[config.mk]
export PLATFORM = sky130hd
export DESIGN_NAME = icache_ctrl_flat
export DESIGN_NICKNAME = d
export VERILOG_FILES = /design/src/rtl/icache_ctrl_pkg.sv /design/src/rtl/icache_ctrl_if.sv /design/src/rtl/icache_ctrl_sat_counter.sv /design/src/rtl/icache_ctrl.sv /design/src/flat_wrapper.sv
export SDC_FILE = /design/constraint.sdc
export NUM_CORES = 1
export LEC_CHECK = 0
export ABC_AREA = 1
export BUFFER_PORTS_ARGS = -buffer_cell sky130_fd_sc_hd__buf_2
export CORE_MARGIN = 2
export CORE_UTILIZATION = 30
export DETAILED_ROUTE_END_ITERATION = 12
export PLACE_DENSITY = 0.64
export SLEW_MARGIN = 20
export SYNTH_ARGS = -nofsm -noshare
export SYNTH_HDL_FRONTEND = slang
export SYNTH_SLANG_ARGS = --single-unit
[constraint.sdc]
create_clock -name clk -period 4.2 [get_ports clk]
set_input_delay 0.42 -clock clk [delete_from_list [all_inputs] [get_ports clk]]
set_output_delay 0.42 -clock clk [all_outputs]
set_load 0.01 [all_outputs]
[src/rtl/icache_ctrl_pkg.sv]
// ---------------------------------------------------------------------------
// icache_types_pkg
// Shared types and geometry for the 2-way, 8-set instruction cache controller.
//   state_e     : controller FSM states (IDLE, FILL)
//   TAG_W/IDX_W/OFF_W : address split widths (tag [31:8], index [7:5], offset [4:0])
//   NUM_WAYS    : associativity
//   way_onehot  : turns a way number into a per-way strobe vector
// ---------------------------------------------------------------------------
package icache_types_pkg;

  typedef enum logic {
    IDLE = 1'b0,
    FILL = 1'b1
  } state_e;

  localparam int TAG_W    = 24;
  localparam int IDX_W    = 3;
  localparam int OFF_W    = 5;
  localparam int NUM_WAYS = 2;

  function automatic logic [NUM_WAYS-1:0] way_onehot(input logic way);
    return way ? 2'b10 : 2'b01;
  endfunction

endpackage

[src/rtl/icache_ctrl_if.sv]
// ---------------------------------------------------------------------------
// icache_ctrl_if
// Bundles the CPU fetch handshake, the line-fill memory handshake and the
// per-set tag/valid/LRU array access signals of the cache controller.
//   master : controller view (drives responses, fill requests, array strobes)
//   slave  : environment view (CPU, memory and the external storage arrays)
// ---------------------------------------------------------------------------
interface icache_ctrl_if;
  import icache_types_pkg::*;

  // CPU side
  logic              cpu_read;
  logic [31:0]       cpu_addr;
  logic              cpu_resp;
  logic              way_sel;
  // Memory side
  logic              mem_read;
  logic [31:0]       mem_addr;
  logic              mem_resp;
  // Storage array side
  logic [IDX_W-1:0]  rindex;
  logic [IDX_W-1:0]  windex;
  logic [TAG_W-1:0]  tag0_out;
  logic [TAG_W-1:0]  tag1_out;
  logic              valid0_out;
  logic              valid1_out;
  logic              lru_out;
  logic [1:0]        load_tag;
  logic [1:0]        load_valid;
  logic [1:0]        load_data;
  logic              load_lru;
  logic              lru_in;

  modport master (
    input  cpu_read, cpu_addr, mem_resp,
    input  tag0_out, tag1_out, valid0_out, valid1_out, lru_out,
    output cpu_resp, way_sel, mem_read, mem_addr,
    output rindex, windex, load_tag, load_valid, load_data, load_lru, lru_in
  );

  modport slave (
    output cpu_read, cpu_addr, mem_resp,
    output tag0_out, tag1_out, valid0_out, valid1_out, lru_out,
    input  cpu_resp, way_sel, mem_read, mem_addr,
    input  rindex, windex, load_tag, load_valid, load_data, load_lru, lru_in
  );

endinterface

[src/rtl/icache_ctrl_sat_counter.sv]
// ---------------------------------------------------------------------------
// sat_counter16
// 16-bit event counter that sticks at 16'hFFFF instead of wrapping.
//   inc   in  : count one event on this rising edge
//   clk   in  : clock
//   rst   in  : synchronous active-low clear
//   count out : current count
// ---------------------------------------------------------------------------
module sat_counter16 (
  input  logic        inc,
  input  logic        clk,
  input  logic        rst,
  output logic [15:0] count
);

  always_ff @(posedge clk) begin
    if (!rst) begin
      count <= 16'd0;
    end else if (inc && (count != 16'hFFFF)) begin
      count <= count + 16'd1;
    end
  end

endmodule

[src/rtl/icache_ctrl.sv]
// ---------------------------------------------------------------------------
// icache_ctrl
// Sequencing controller for a 2-way, 8-set instruction cache. The tag, valid,
// LRU and data arrays live outside; this block reads them combinationally,
// answers hits in the same cycle and runs a single-line refill on a miss.
//   clk        in  : clock
//   rst        in  : synchronous active-low reset
//   bus        mp  : icache_ctrl_if.master (CPU, memory and array signals)
//   hit_count  out : saturating count of first-time hits (refill replays excluded)
//   miss_count out : saturating count of misses
// ---------------------------------------------------------------------------
module icache_ctrl
  import icache_types_pkg::*;
(
  input  logic                 clk,
  input  logic                 rst,
  icache_ctrl_if.master        bus,
  output logic [15:0]          hit_count,
  output logic [15:0]          miss_count
);

  state_e state_q, state_d;
  logic   victim_q, victim_d;
  logic   refill_q, refill_d;
  logic   active_q;
  logic   hit_inc, miss_inc;

  logic [TAG_W-1:0] req_tag;
  logic             hit0, hit1, victim_sel, en;
  logic             unused_offset;

  assign req_tag       = bus.cpu_addr[31:32-TAG_W];
  assign unused_offset = ^bus.cpu_addr[OFF_W-1:0];

  assign bus.rindex   = bus.cpu_addr[OFF_W+IDX_W-1:OFF_W];
  assign bus.windex   = bus.cpu_addr[OFF_W+IDX_W-1:OFF_W];
  assign bus.mem_addr = {bus.cpu_addr[31:OFF_W], {OFF_W{1'b0}}};

  assign hit0 = bus.valid0_out & (bus.tag0_out == req_tag);
  assign hit1 = bus.valid1_out & (bus.tag1_out == req_tag);

  // Fill an empty way first; only evict by LRU when the set is full.
  assign victim_sel = !bus.valid0_out ? 1'b0 :
                      !bus.valid1_out ? 1'b1 : bus.lru_out;

  // Outputs stay quiet while reset is asserted and for the first cycle after
  // it is released, so nothing reaches the arrays or memory from a
  // half-initialised controller.
  assign en = rst & active_q;

  always_ff @(posedge clk) begin
    if (!rst) begin
      state_q  <= IDLE;
      victim_q <= 1'b0;
      refill_q <= 1'b0;
      active_q <= 1'b0;
    end else begin
      state_q  <= state_d;
      victim_q <= victim_d;
      refill_q <= refill_d;
      active_q <= 1'b1;
    end
  end

  always_comb begin
    state_d        = state_q;
    victim_d       = victim_q;
    refill_d       = refill_q;
    hit_inc        = 1'b0;
    miss_inc       = 1'b0;
    bus.cpu_resp   = 1'b0;
    bus.way_sel    = 1'b0;
    bus.mem_read   = 1'b0;
    bus.load_tag   = 2'b00;
    bus.load_valid = 2'b00;
    bus.load_data  = 2'b00;
    bus.load_lru   = 1'b0;
    bus.lru_in     = 1'b0;

    case (state_q)
      IDLE: begin
        if (en && bus.cpu_read) begin
          if (hit0 || hit1) begin
            // Way 0 wins a double hit; the other way becomes LRU.
            bus.cpu_resp = 1'b1;
            bus.way_sel  = ~hit0;
            bus.load_lru = 1'b1;
            bus.lru_in   = hit0;
            // The response that completes a refill is not a genuine hit.
            hit_inc      = ~refill_q;
            refill_d     = 1'b0;
          end else begin
            victim_d = victim_sel;
            miss_inc = 1'b1;
            state_d  = FILL;
          end
        end
      end
      FILL: begin
        if (en) begin
          bus.mem_read = 1'b1;
          if (bus.mem_resp) begin
            bus.load_tag   = way_onehot(victim_q);
            bus.load_valid = way_onehot(victim_q);
            bus.load_data  = way_onehot(victim_q);
            refill_d       = 1'b1;
            state_d        = IDLE;
          end
        end
      end
      default: state_d = IDLE;
    endcase
  end

  sat_counter16 u_hit_cnt (
    .inc   (hit_inc),
    .clk   (clk),
    .rst   (rst),
    .count (hit_count)
  );

  sat_counter16 u_miss_cnt (
    .inc   (miss_inc),
    .clk   (clk),
    .rst   (rst),
    .count (miss_count)
  );

endmodule

[src/flat_wrapper.sv]
// flat-port wrapper written by rule: the top's interface ports become plain ports
module icache_ctrl_flat import icache_types_pkg::*;
  (clk, rst, hit_count, miss_count, bus_cpu_read, bus_cpu_addr, bus_mem_resp, bus_tag0_out, bus_tag1_out, bus_valid0_out, bus_valid1_out, bus_lru_out, bus_cpu_resp, bus_way_sel, bus_mem_read, bus_mem_addr, bus_rindex, bus_windex, bus_load_tag, bus_load_valid, bus_load_data, bus_load_lru, bus_lru_in);
  icache_ctrl_if bus_i ();
  input  logic clk;
  input  logic rst;
  output logic [15:0] hit_count;
  output logic [15:0] miss_count;
  input wire logic [$bits(bus_i.cpu_read)-1:0] bus_cpu_read;
  input wire logic [$bits(bus_i.cpu_addr)-1:0] bus_cpu_addr;
  input wire logic [$bits(bus_i.mem_resp)-1:0] bus_mem_resp;
  input wire logic [$bits(bus_i.tag0_out)-1:0] bus_tag0_out;
  input wire logic [$bits(bus_i.tag1_out)-1:0] bus_tag1_out;
  input wire logic [$bits(bus_i.valid0_out)-1:0] bus_valid0_out;
  input wire logic [$bits(bus_i.valid1_out)-1:0] bus_valid1_out;
  input wire logic [$bits(bus_i.lru_out)-1:0] bus_lru_out;
  output wire logic [$bits(bus_i.cpu_resp)-1:0] bus_cpu_resp;
  output wire logic [$bits(bus_i.way_sel)-1:0] bus_way_sel;
  output wire logic [$bits(bus_i.mem_read)-1:0] bus_mem_read;
  output wire logic [$bits(bus_i.mem_addr)-1:0] bus_mem_addr;
  output wire logic [$bits(bus_i.rindex)-1:0] bus_rindex;
  output wire logic [$bits(bus_i.windex)-1:0] bus_windex;
  output wire logic [$bits(bus_i.load_tag)-1:0] bus_load_tag;
  output wire logic [$bits(bus_i.load_valid)-1:0] bus_load_valid;
  output wire logic [$bits(bus_i.load_data)-1:0] bus_load_data;
  output wire logic [$bits(bus_i.load_lru)-1:0] bus_load_lru;
  output wire logic [$bits(bus_i.lru_in)-1:0] bus_lru_in;
  assign bus_i.cpu_read = bus_cpu_read;
  assign bus_i.cpu_addr = bus_cpu_addr;
  assign bus_i.mem_resp = bus_mem_resp;
  assign bus_i.tag0_out = bus_tag0_out;
  assign bus_i.tag1_out = bus_tag1_out;
  assign bus_i.valid0_out = bus_valid0_out;
  assign bus_i.valid1_out = bus_valid1_out;
  assign bus_i.lru_out = bus_lru_out;
  assign bus_cpu_resp = bus_i.cpu_resp;
  assign bus_way_sel = bus_i.way_sel;
  assign bus_mem_read = bus_i.mem_read;
  assign bus_mem_addr = bus_i.mem_addr;
  assign bus_rindex = bus_i.rindex;
  assign bus_windex = bus_i.windex;
  assign bus_load_tag = bus_i.load_tag;
  assign bus_load_valid = bus_i.load_valid;
  assign bus_load_data = bus_i.load_data;
  assign bus_load_lru = bus_i.load_lru;
  assign bus_lru_in = bus_i.lru_in;
  icache_ctrl u_core (.clk(clk), .rst(rst), .bus(bus_i), .hit_count(hit_count), .miss_count(miss_count));
endmodule
# After elaboration in Yosys (flattened, before gate mapping)
# Cells that the tools add are included.
op_classes:
  eq_ne: 8
  n_bitwise: 7
  n_addsub: 2
  n_mux: 32
  reduce_logical: 6
ops:
  columns: ["cell", "count"]
  rows:
  - ["$eq A24 B24 Y1", 2]
  - ["$add A16 B1 Y16 const B", 2]
  - ["$ne A16 B16 Y1 const B", 2]
  - ["$mux W1", 26]
  - ["$mux W2", 4]
  - ["$ne A2 B1 Y1 const B", 2]
  - ["$ne A2 B2 Y1 const B", 2]
  - ["$not A1 Y1", 4]
  - ["$pmux W1 S2", 2]
  - ["$reduce_and A4 Y1", 1]
  - ["$and A1 B1 Y1", 3]
  - ["$logic_and A1 B1 Y1", 3]
  - ["$reduce_and A3 Y1", 1]
  - ["$logic_or A1 B1 Y1", 1]
totals:
  out_inout_bits: 81
  in_bits: 87
  ff_bits: 36
  word_cells: 61

# Logic depth before layout (Yosys ltp)
depth:
  ltp_word: 7
  ltp_mapped: 15
  ltp_nobuf: 15

# Cells and area by module
# From an unflattened synthesis, not the netlist that was laid out.
unflattened:
  cells_unflattened: 690
  area_unflattened_um2: 3844.9
by_module_without_submodules:
  columns: ["module", "area_per_inst_um2", "seq_area_each_um2", "cells_each", "instances"]
  rows:
  - ["sat_counter16", 996.0, 320.3, 149, 2]
  - ["icache_ctrl", 1853.0, 80.1, 392, 1]

# Worst setup path after synthesis
# OpenSTA, ideal clock, no wires.
synth_path:
  path_kind: "input port to output port"
  start: "input port bus_cpu_addr[28]"
  end: "output port bus_load_lru"
  t_required_ps: 3780
  path_buffers: 2
  path_slack_ps: 2386
  t_arrival_ps: 1394
  cell_stages: 8
  path_cell_list: "buf_4 xor2_1 nor2_1 nand3b_1 nor2_1 nand3_1 nand2_1 buf_4"
synth_between:
  elab_chain_len: 6
  elab_cells_between_ends: 8
  classes_between: "eq/ne: 2; mux: 3; bitwise: 2; reduce/logical: 1"
synth_rtl:
  columns: ["element", "line_no", "text"]
  rows:
  - ["start, declared", "flat_wrapper.sv:10", "input wire logic [$bits(bus_i.cpu_addr)-1:0] bus_cpu_addr;"]
  - ["$eq A24 B24 Y1, on equally long branches", "icache_ctrl.sv:39, icache_ctrl.sv:40", null]
  - ["$and A1 B1 Y1, on equally long branches", "icache_ctrl.sv:39, icache_ctrl.sv:40", null]
  - ["$logic_or A1 B1 Y1 (*)", "icache_ctrl.sv:83", "if (hit0 || hit1) begin"]
  - ["$mux W1 (*) (3 in a row)", null, null]
  - ["end, declared", "flat_wrapper.sv:26", "output wire logic [$bits(bus_i.load_lru)-1:0] bus_load_lru;"]
# Every way passes the cells marked *; elsewhere a longest branch is shown, timed or not.

# Final worst setup path
layout_path:
  start: "register u_core.u_hit_cnt.count[0]"
  end: "register u_core.u_hit_cnt.count[0]"
layout_between:
  elab_chain_len: 2
  elab_cells_between_ends: 3
  classes_between: "add/sub: 1; eq/ne: 1; reduce/logical: 1"
layout_rtl:
  columns: ["element", "line_no", "text"]
  rows:
  - ["start, declared", "icache_ctrl_sat_counter.sv:13", "output logic [15:0] count"]
  - ["start signal, assigned", "icache_ctrl_sat_counter.sv:20", "count <= count + 16'd1;"]
  - ["branches (longest 2 deep; another with $add A16 B1 Y16)", null, null]
# Parallel ways; which one is timed is not known.
# A chain may end at the register's enable or synchronous reset.

==> qor.csv <==
metric,value,unit
status,"finished, final reports clean",
setup_violations,0,
grt_first_pass_wirelength,16920,um
hold_viol,0,
endpoint_kind,register,
crit_top_cell,nand2_1,
synth.top_cell.area_share,21.01,%
finalWeightedCongestion,0.9202,
rr_endpoint,u_core.u_hit_cnt.count[0]$_SDFFE_PN0P_,
r2r_start,u_core.u_hit_cnt.count[0]$_SDFFE_PN0P_,
ant_nets,0,
reg2reg_depth,9,
port_buffers,145,
drc,0,
crit_slowest_cell,nand4_1,
final_nets,863,
synth_cell_type_count,35,
num-fill-cells,1441,
synth-async-reset-ratio,0,%
tightest_slew,0.8642,ns
dr_total_vias,4069,
viasPerCell,4.301,
synth_edf_count,0,
antenna_found_initial,0,
required,4.34,ns
final_cell_mix,"nand2_1 (213), buf_2 (145), inv_1 (104)",
stdcell_count,946,
p_total,0.9189,mW
antenna_cells,0,
maxSlewHeadroom,42.32,%
path_clk_slew,0.06,ns
critPathTopFamily,simple AND/OR/NAND/NOR gates,
clock_skew,0.004161,ns
worstPathMaxFanout,14,
final_common_cell,nand2_1,
cp_num_cells,9,
dieWidth,116.6,um
p_leak,2.482,nW
synth_largest_area_cell,nand2_1,
setup.worst_path.start_class,register,
rsz0062_at_grt,no,
dp.cells,939,
post_synth_inst_count,672,
grt_max_degree,23,
synth-seq-area-share,18.94,%
synthTopCellsByArea,"nand2_1 (21%), dfxtp_1 (19%), inv_1 (10%)",
grt_usage,15.81,%
max_cap_viol_count,0,
area_delta_synth_final,18.45,%
dr.pass1.iters,7,
post-route-min-period,2.211,ns
cts_num_sinks,36,
first_global_vias,3613,
crit_path_max_incr_delay,0.44,ns
die_h,116.6,um
worstSetupPathType,register to register,
syn-cell-area,3805,um2
powerDensity,203.9,nW/um2
cts_made_buffers,5,
die_area,13600,um2
synth_warnings,0,
synth.avg_cell_area,5.662,um2
drive_above_1_share,22.87,%
fmaxAchievable,0.4522,GHz
tns,0,ns
r2r_slack,1.99,ns
design.core.area,12520,um2
vdd_drop_max,125.9,uV
fp-row-count,41,
place_hpwl,9030,um
grt_overflow,0,
initial_core_util,30.40,%
postRouteWirelength,10910,um
cts-root-buf,clkbuf_16,
worst-path-buf-inv,1,
clockBufferDepth,2,
drv_slew,0,
startpoint,u_core.u_hit_cnt.count[0]$_SDFFE_PN0P_,
cts_tree,yes,
worstPathArrival,2.35,ns
ios,168,
cts_resized,0,
crit_chain,"ha_1, nand2_1, nor2_1, nand2_1, inv_1, nand4_1, nand3_1, nand2_1, nor3b_2",
crit_path_end,u_core.u_hit_cnt.count[0]$_SDFFE_PN0P_,
hold_path.class,primary input to register,
drt_iter0_drc,196,
hold_depth,1,
synth_ff_type,dfxtp_1,
avgRoutedWirePerCell,11.53,um
clk_latency,0.28,ns
cts_hold_buf,0,
period_share,52.65,%
synth-seq-cells,36,
htree_levels,2,
postCtsSetupRepairBufs,0,
state kept, by name, indices dropped and copies added, names as in the netlist:
signal	cells
u_core.u_hit_cnt.count	16
u_core.u_miss_cnt.count	16
u_core.active_q	1
u_core.refill_q	1
u_core.state_q	1
u_core.victim_q	1
worst min path at each step:
stage | start | to | slack, ns
floorplan | rst | u_core.active_q$_DFF_P_ | 0.45
global placement | u_core.refill_q$_SDFFE_PN0P_ | u_core.refill_q$_SDFFE_PN0P_ | 0.47
detailed placement | u_core.victim_q$_SDFFE_PN0P_ | u_core.victim_q$_SDFFE_PN0P_ | 0.47
CTS | rst | u_core.active_q$_DFF_P_ | 0.43
global route | rst | u_core.active_q$_DFF_P_ | 0.44
finish | rst | u_core.active_q$_DFF_P_ | 0.43
logic make-up (layout without fill, tap and decap cells):
family / after synthesis / count (layout) / share of synthesized area, %
compound gates: 36 / 36 / 5.754
fa+ha+maj: 2 / 2 / 0.6576
buf+inv: 171 / 269 / 21.83
flops: 36 / 36 / 18.94
simple gates: 392 / 392 / 44.89
xor+xnor: 34 / 34 / 7.826
other cells: 1 / 5 / 0.09856
cells in the mapped netlist (3+ instances only):
library cell  instances
a21oi_1              13
nor4_1                5
buf_2                 4
nand2_1             213
dfxtp_1              36
nand4_1              35
inv_2                 8
xnor2_1              20
inv_1               104
buf_4                47
o21ai_0               9
o21ai_1               3
nand3b_1              4
nand3_1              31
nor3_1                7
xor2_1               14
nor2_1               86
a21oi_2               9
clkinv_1              4
cell type report:
class / count / area (um2) / area share [%]
clock buffer: 6 / 128.9 / 2.860
clock inverter: 1 / 5.005 / 0.1110
inverter: 116 / 435.4 / 9.661
multi-input combinational: 469 / 2268 / 50.33
sequential: 36 / 720.7 / 15.99
tap: 172 / 215.2 / 4.775
timing repair buffer: 146 / 733.2 / 16.27
metal layers:
layer  GRT usage (%)  wire length [um]  vias to the layer above
met5               0                 0                        -
met4           2.980                63                        0
met3           3.581               801                        7
met2           26.05              4940                      125
met1           21.38              5108                     1716
li1                -                 -                     2221
per-stage QoR:
stage | utilization [%] | setup slack [ns] | instance area [um2] | hold WS (ns)
after floorplan | - | 2.386 | 3820 | 0.4477
after CTS | 36.01 | 1.964 | 4507 | 0.4274
after detailed placement | 34.94 | 1.978 | 4373 | 0.4727
after global routing | 36.01 | 1.834 | 4507 | 0.4432
after global placement | 34.94 | 1.978 | 4373 | 0.4670
final | 36.01 | 1.989 | 4507 | 0.4282
power breakdown:
part,leakage (nW),switching [mW],total (mW),internal [mW]
clock network,0.0667,0.138,0.353,0.215
registers,0.291,0.00161,0.345,0.344
logic,2.12,0.135,0.220,0.0856
total,2.48,0.274,0.919,0.645
No activity file was read; power rests on OpenSTA's default activity.
